$ cat config.mk
export PLATFORM = sky130hd
export DESIGN_NAME = program_loader
export DESIGN_NICKNAME = d
export VERILOG_FILES = /design/src/rtl/loader_pkg.sv /design/src/rtl/loader_mem_mux.sv /design/src/rtl/program_loader.sv
export SDC_FILE = /design/constraint.sdc
export NUM_CORES = 1
export LEC_CHECK = 0
export CELL_PAD_IN_SITES_DETAIL_PLACEMENT = 1
export CELL_PAD_IN_SITES_GLOBAL_PLACEMENT = 2
export CORE_AREA = 3 3 138 86
export DETAILED_ROUTE_END_ITERATION = 7
export DIE_AREA = 0 0 141 89
export GPL_TIMING_DRIVEN = 0
export HOLD_SLACK_MARGIN = 0.06
export MAX_ROUTING_LAYER = met4
export PLACE_DENSITY_LB_ADDON = 0.05
export SYNTH_ARGS = -nofsm -noshare
export SYNTH_HDL_FRONTEND = slang
export SYNTH_SLANG_ARGS = --single-unit
$ cat constraint.sdc
create_clock -name clk -period 2.53 [get_ports clk]
set_clock_uncertainty 0.1 [all_clocks]
set_input_delay 0.506 -clock clk [delete_from_list [all_inputs] [get_ports clk]]
set_output_delay 0.506 -clock clk [all_outputs]
set_load 0.05 [all_outputs]
$ cat src/rtl/loader_pkg.sv
// Shared types and constants for the boot-time program loader.
package loader_pkg;

    localparam int ADDR_W_DEF = 8;
    localparam int DATA_W_DEF = 16;
    localparam int MAX_WORDS  = 1 << ADDR_W_DEF;

    typedef enum logic [2:0] {
        ST_CNT_HI,
        ST_CNT_LO,
        ST_DAT_HI,
        ST_DAT_LO,
        ST_CHK,
        ST_DONE,
        ST_ERROR
    } state_t;

    function automatic logic [15:0] max_words(input int aw);
        return 16'(1 << aw);
    endfunction

endpackage

$ cat src/rtl/loader_mem_mux.sv
// RAM port mux: loader owns the port while loading, CPU owns it once released.
module loader_mem_mux #(
    parameter int ADDR_W = 8,
    parameter int DATA_W = 16
) (
    input  logic              sel_cpu,
    input  logic [ADDR_W-1:0] ld_addr,
    input  logic [DATA_W-1:0] ld_data,
    input  logic              ld_we,
    input  logic [ADDR_W-1:0] cpu_addr,
    input  logic [DATA_W-1:0] cpu_data,
    input  logic              cpu_we,
    output logic [ADDR_W-1:0] mem_addr,
    output logic [DATA_W-1:0] mem_data,
    output logic              mem_we
);

    assign mem_addr = sel_cpu ? cpu_addr : ld_addr;
    assign mem_data = sel_cpu ? cpu_data : ld_data;
    assign mem_we   = sel_cpu ? cpu_we   : ld_we;

endmodule

$ cat src/rtl/program_loader.sv
// Boot loader: byte stream -> big-endian words -> program RAM, then releases the CPU.
// Optional trailing XOR checksum byte enabled by defining LOADER_CHECKSUM_EN.
module program_loader
    import loader_pkg::*;
#(
    parameter int ADDR_W = ADDR_W_DEF,
    parameter int DATA_W = DATA_W_DEF
) (
    input  logic              clk,
    input  logic              reset,
    input  logic [7:0]        rx_data,
    input  logic              rx_valid,
    input  logic [15:0]       cpu_Address,
    input  logic [15:0]       cpu_D_out,
    input  logic              cpu_mw_en,
    output logic [ADDR_W-1:0] mem_Address,
    output logic [15:0]       mem_D_in,
    output logic              mem_we,
    output logic              cpu_reset,
    output logic              busy,
    output logic              done,
    output logic              error
);

    localparam logic [15:0] MAX_N = max_words(ADDR_W);

`ifdef LOADER_CHECKSUM_EN
    localparam state_t AFTER_DATA = ST_CHK;
    logic [7:0] csum;
`else
    localparam state_t AFTER_DATA = ST_DONE;
`endif

    state_t            state, state_next;
    logic [7:0]        count_hi;
    logic [7:0]        hi_byte;
    logic [15:0]       count;
    logic [ADDR_W:0]   ptr;
    logic [ADDR_W-1:0] ld_addr;
    logic [DATA_W-1:0] ld_data;
    logic              ld_we;
    logic [15:0]       n_word;
    logic              last_word;
    logic              cpu_sel;
    logic              unused_addr_bits;

    assign n_word           = {count_hi, rx_data};
    assign last_word        = (16'(ptr) + 16'd1) == count;
    assign unused_addr_bits = ^cpu_Address[15:ADDR_W];

    always_ff @(posedge clk or posedge reset) begin
        if (reset) state <= ST_CNT_HI;
        else       state <= state_next;
    end

    always_comb begin
        state_next = state;
        if (rx_valid) begin
            case (state)
                ST_CNT_HI: state_next = ST_CNT_LO;
                ST_CNT_LO: begin
                    if (n_word == 16'd0)    state_next = AFTER_DATA;
                    else if (n_word > MAX_N) state_next = ST_ERROR;
                    else                    state_next = ST_DAT_HI;
                end
                ST_DAT_HI: state_next = ST_DAT_LO;
                ST_DAT_LO: state_next = last_word ? AFTER_DATA : ST_DAT_HI;
`ifdef LOADER_CHECKSUM_EN
                ST_CHK:    state_next = (rx_data == csum) ? ST_DONE : ST_ERROR;
`endif
                default:   state_next = state;
            endcase
        end
    end

    always_ff @(posedge clk or posedge reset) begin
        if (reset) begin
            count_hi <= '0;
            hi_byte  <= '0;
            count    <= '0;
            ptr      <= '0;
            ld_addr  <= '0;
            ld_data  <= '0;
            ld_we    <= 1'b0;
`ifdef LOADER_CHECKSUM_EN
            csum     <= '0;
`endif
        end else begin
            ld_we <= 1'b0;
            if (rx_valid) begin
                case (state)
                    ST_CNT_HI: count_hi <= rx_data;
                    ST_CNT_LO: count    <= n_word;
                    ST_DAT_HI: hi_byte  <= rx_data;
                    ST_DAT_LO: begin
                        ld_we   <= 1'b1;
                        ld_addr <= ptr[ADDR_W-1:0];
                        ld_data <= DATA_W'({hi_byte, rx_data});
                        ptr     <= ptr + 1'b1;
                    end
                    default: ;
                endcase
`ifdef LOADER_CHECKSUM_EN
                if (state inside {ST_CNT_HI, ST_CNT_LO, ST_DAT_HI, ST_DAT_LO})
                    csum <= csum ^ rx_data;
`endif
            end
        end
    end

    assign done      = (state == ST_DONE);
    assign error     = (state == ST_ERROR);
    assign busy      = !(done || error);
    assign cpu_reset = !done;

    // The final data write lands in the first DONE cycle; it keeps the port for that cycle.
    assign cpu_sel = done && !ld_we;

    loader_mem_mux #(
        .ADDR_W (ADDR_W),
        .DATA_W (DATA_W)
    ) u_mem_mux (
        .sel_cpu  (cpu_sel),
        .ld_addr  (ld_addr),
        .ld_data  (ld_data),
        .ld_we    (ld_we),
        .cpu_addr (cpu_Address[ADDR_W-1:0]),
        .cpu_data (cpu_D_out),
        .cpu_we   (cpu_mw_en),
        .mem_addr (mem_Address),
        .mem_data (mem_D_in),
        .mem_we   (mem_we)
    );

endmodule

==> metrics.txt <==
CP arrival=1.87 ns; vias in the first global route=2,673; core footprint=10,600 um^2; first-pass GRT wire length=15.3 mm; CTS buffer count=9; fin. max-slew vios=0; Slew @ Worst Pin=roughly 0.89 ns; Synth Warn #=0; Seq/Total Area, Yosys=around half; Synth area leaders=dfrtp_1 51%, mux2_2 19%, nand2_1 9.4%, xnor2_1 2.6%, xor2_1 2.1%; Die Width=141 um; Gate Count Post-Synth=311; DRC Markers=0; Post-synth EDFFs=0; Yosys top cell by area=dfrtp_1; Worst Hold Class=primary input to asynchronous set/reset pin; Critical Path Fanout Max=5; # IOs=73; max_slew headroom=between 40 and 50%; post-DP HPWL=between 6 and 7 mm; Finished Core Util=a little under half; Mean Syn Cell Area=10.9 um^2; Post-Syn Nets=356; Setup CP Type=register to output port; Starting Density=32.0%; run status=finished, final reports clean; Synth top area share=between 50 and 60%; 1st-pass router iterations=5; Final setup viols=0; Fillers=1,139; most frequent cells in the layout=84 x nand2_1, 66 x dfrtp_1, 41 x mux2_2, 36 x clkdlybuf4s50_1, 16 x buf_8; post-route ant nets=0; layout cells sized above 1=34.2%; pin count of the biggest net entering global routing=57; GRT Overall Usage=16.9%; leakage=~2.2 nW; final RePlAce weighted congestion=0.804; worst endpoint required time=1.92 ns; placement-stage cell area=4250 um^2; Tcrit/Tclk final=97.7%; overall via count from detail_route=2,586; via/cell ratio=around 4.8; Hold Slack=0.355 ns; Clock Root Buffer=clkbuf_16; final WL=roughly 9.4 mm; MaxCap Viol Count=0; Peak VDD IR=approximately 480 uV; std cell rows=29; Synth async-reset ratio=100%; RSZ-0062 raised after global routing=yes; PD cells=1150 nW/um^2; clk slew on worst S/H paths=0.06 ns; antenna violations before repair=0; CTS tree=yes; Clock Sinks=69; Congestion Overflow GR=0; number of DRC markers in iteration 0=117; diodes inserted=0; commonest non-fill, non-tap cell in the layout=nand2_1; Synth-to-Final Area Change=42.4%; drt wl/cell=17.5 um; synth unique cells=46; # port buffers=64; Tmin final=2.47 ns; nets@finish=about 440; Synth Flop Type=dfrtp_1; fmax=404 MHz; Final Hold Fails=0; Die ar.=12,500 um^2; Post-Syn Area=roughly 3400 um^2; element type at the critical path end=output port; H-tree depth=3; clock latency on the worst-skew pair=0.33 ns; post-route cell area=4850 um^2; Critical Path Source Type=register; Clock Path Buffers=2; Die Height=89 um; Synth Register Bits=69
==> layer usage <==
| layer | routed length (um) | part of all wire, % | track usage (%) | vias up |
|---|---|---|---|---|
| li1 | - | - | - | 1235 |
| met1 | 4760 | 50 | 23.2 | 1304 |
| met2 | 4280 | 45 | 25.1 | 42 |
| met4 | 81 | 0.86 | 4.22 | 0 |
| met3 | 318 | 3.4 | 4.54 | 5 |
| met5 | 0 | 0 | - | - |
==> Yosys cell counts (2+ instances only) <==
| cell | count |
|---|---|
| or2_2 | 2 |
| a21oi_1 | 5 |
| o21ai_0 | 2 |
| clkbuf_8 | 2 |
| and2_2 | 2 |
| nand4_1 | 3 |
| nor4_1 | 4 |
| and3b_1 | 2 |
| xor2_1 | 8 |
| buf_2 | 2 |
| nor3_2 | 2 |
| nor3b_1 | 2 |
| xnor2_1 | 10 |
| dfrtp_1 | 69 |
| mux2_2 | 56 |
| nor2b_1 | 3 |
| or2b_2 | 2 |
| clkbuf_1 | 7 |
| nor3_1 | 2 |
| nand2_1 | 85 |
| inv_1 | 3 |
| nand3_1 | 2 |
| nor2_1 | 11 |
| buf_6 | 3 |
==> final timing paths <==
kind / start / endpoint / slack (ns) / cells past startpoint
setup / recovery: state[1]$_DFFE_PP0P_ / mem_D_in[11] / 0.06 / 6
setup reg to reg: ptr[0]$_DFFE_PP0P_ / state[1]$_DFFE_PP0P_ / 0.15 / 8
max in group asynchronous: reset / state[2]$_DFFE_PP0P_ / 1.41 / 3
hold reg to reg: hi_byte[3]$_DFFE_PP0P_ / ld_data[11]$_DFFE_PP0P_ / 0.36 / 2
min in group clk: hi_byte[3]$_DFFE_PP0P_ / ld_data[11]$_DFFE_PP0P_ / 0.36 / 2
hold / removal: reset / hi_byte[3]$_DFFE_PP0P_ / 0.35 / 2
==> cell families (layout without fill, tap and decap cells) <==
logic type / Yosys count / after routing / share of synthesized area (%)
buf+inv: 18 / 108 / 3.42
fa+ha+maj: 1 / 1 / 0.368
xor+xnor: 18 / 18 / 4.63
flops: 69 / 69 / 50.7
compound gates: 19 / 19 / 4.34
mux: 56 / 56 / 18.5
simple gates: 130 / 130 / 18.0
==> flip-flops by register name, indices dropped and copies added, names as in the netlist <==
signal    flops
count        16
ld_data      16
ptr           9
count_hi      8
hi_byte       8
ld_addr       8
state         3
ld_we         1
==> repair_timing <==
item,in CTS,in global routing
endpoints found under the setup margin,38,46
pin swaps,3,3
hold buffers,0,0
setup buffers,7,3
cloned,1,0
resized for setup,208,15
==> worst max-delay path, stage by stage, from the launching register on <==
cell and delay (ns):
dfrtp_1 0.38, or2_4 0.27, nor2_4 0.10, buf_6 0.16
buf_8 0.15, mux2_4 0.32, buf_8 0.15
==> cell type report <==
cell class / instances / area (um^2) / share of cell area, %
multi-input cells: 224 / 1650 / 34.0
plain buffers: 13 / 116 / 2.40
inverters: 3 / 13.8 / 0.284
flip-flops and latches: 69 / 1730 / 35.7
clock inverters: 7 / 76.3 / 1.57
well taps: 139 / 174 / 3.59
repair buffers: 76 / 863 / 17.8
clock buffers: 9 / 225 / 4.65
==> metrics by stage <==
stage / TNS (ns) / setup WS (ns) / power, mW / std cells
after global routing: -0.0508 / -0.0189 / 5.94 / 540
final: 0 / 0.0577 / 5.59 / 540
after detailed placement: -24.42 / -0.678 / 4.07 / 515
after global placement: -103.92 / -1.18 / 4.00 / 514
after CTS: -0.792 / -0.0703 / 5.59 / 539
after floorplan: 0 / 0.0566 / 3.38 / 311
==> where the power goes <==
part	internal, mW	total [mW]	leakage (nW)	switching [mW]
logic	1.15	2.43	1.21	1.29
registers	1.56	1.89	0.860	0.332
clock network	0.764	1.26	0.130	0.499
total	3.47	5.59	2.20	2.12
Power figures use the tool's default switching activity.
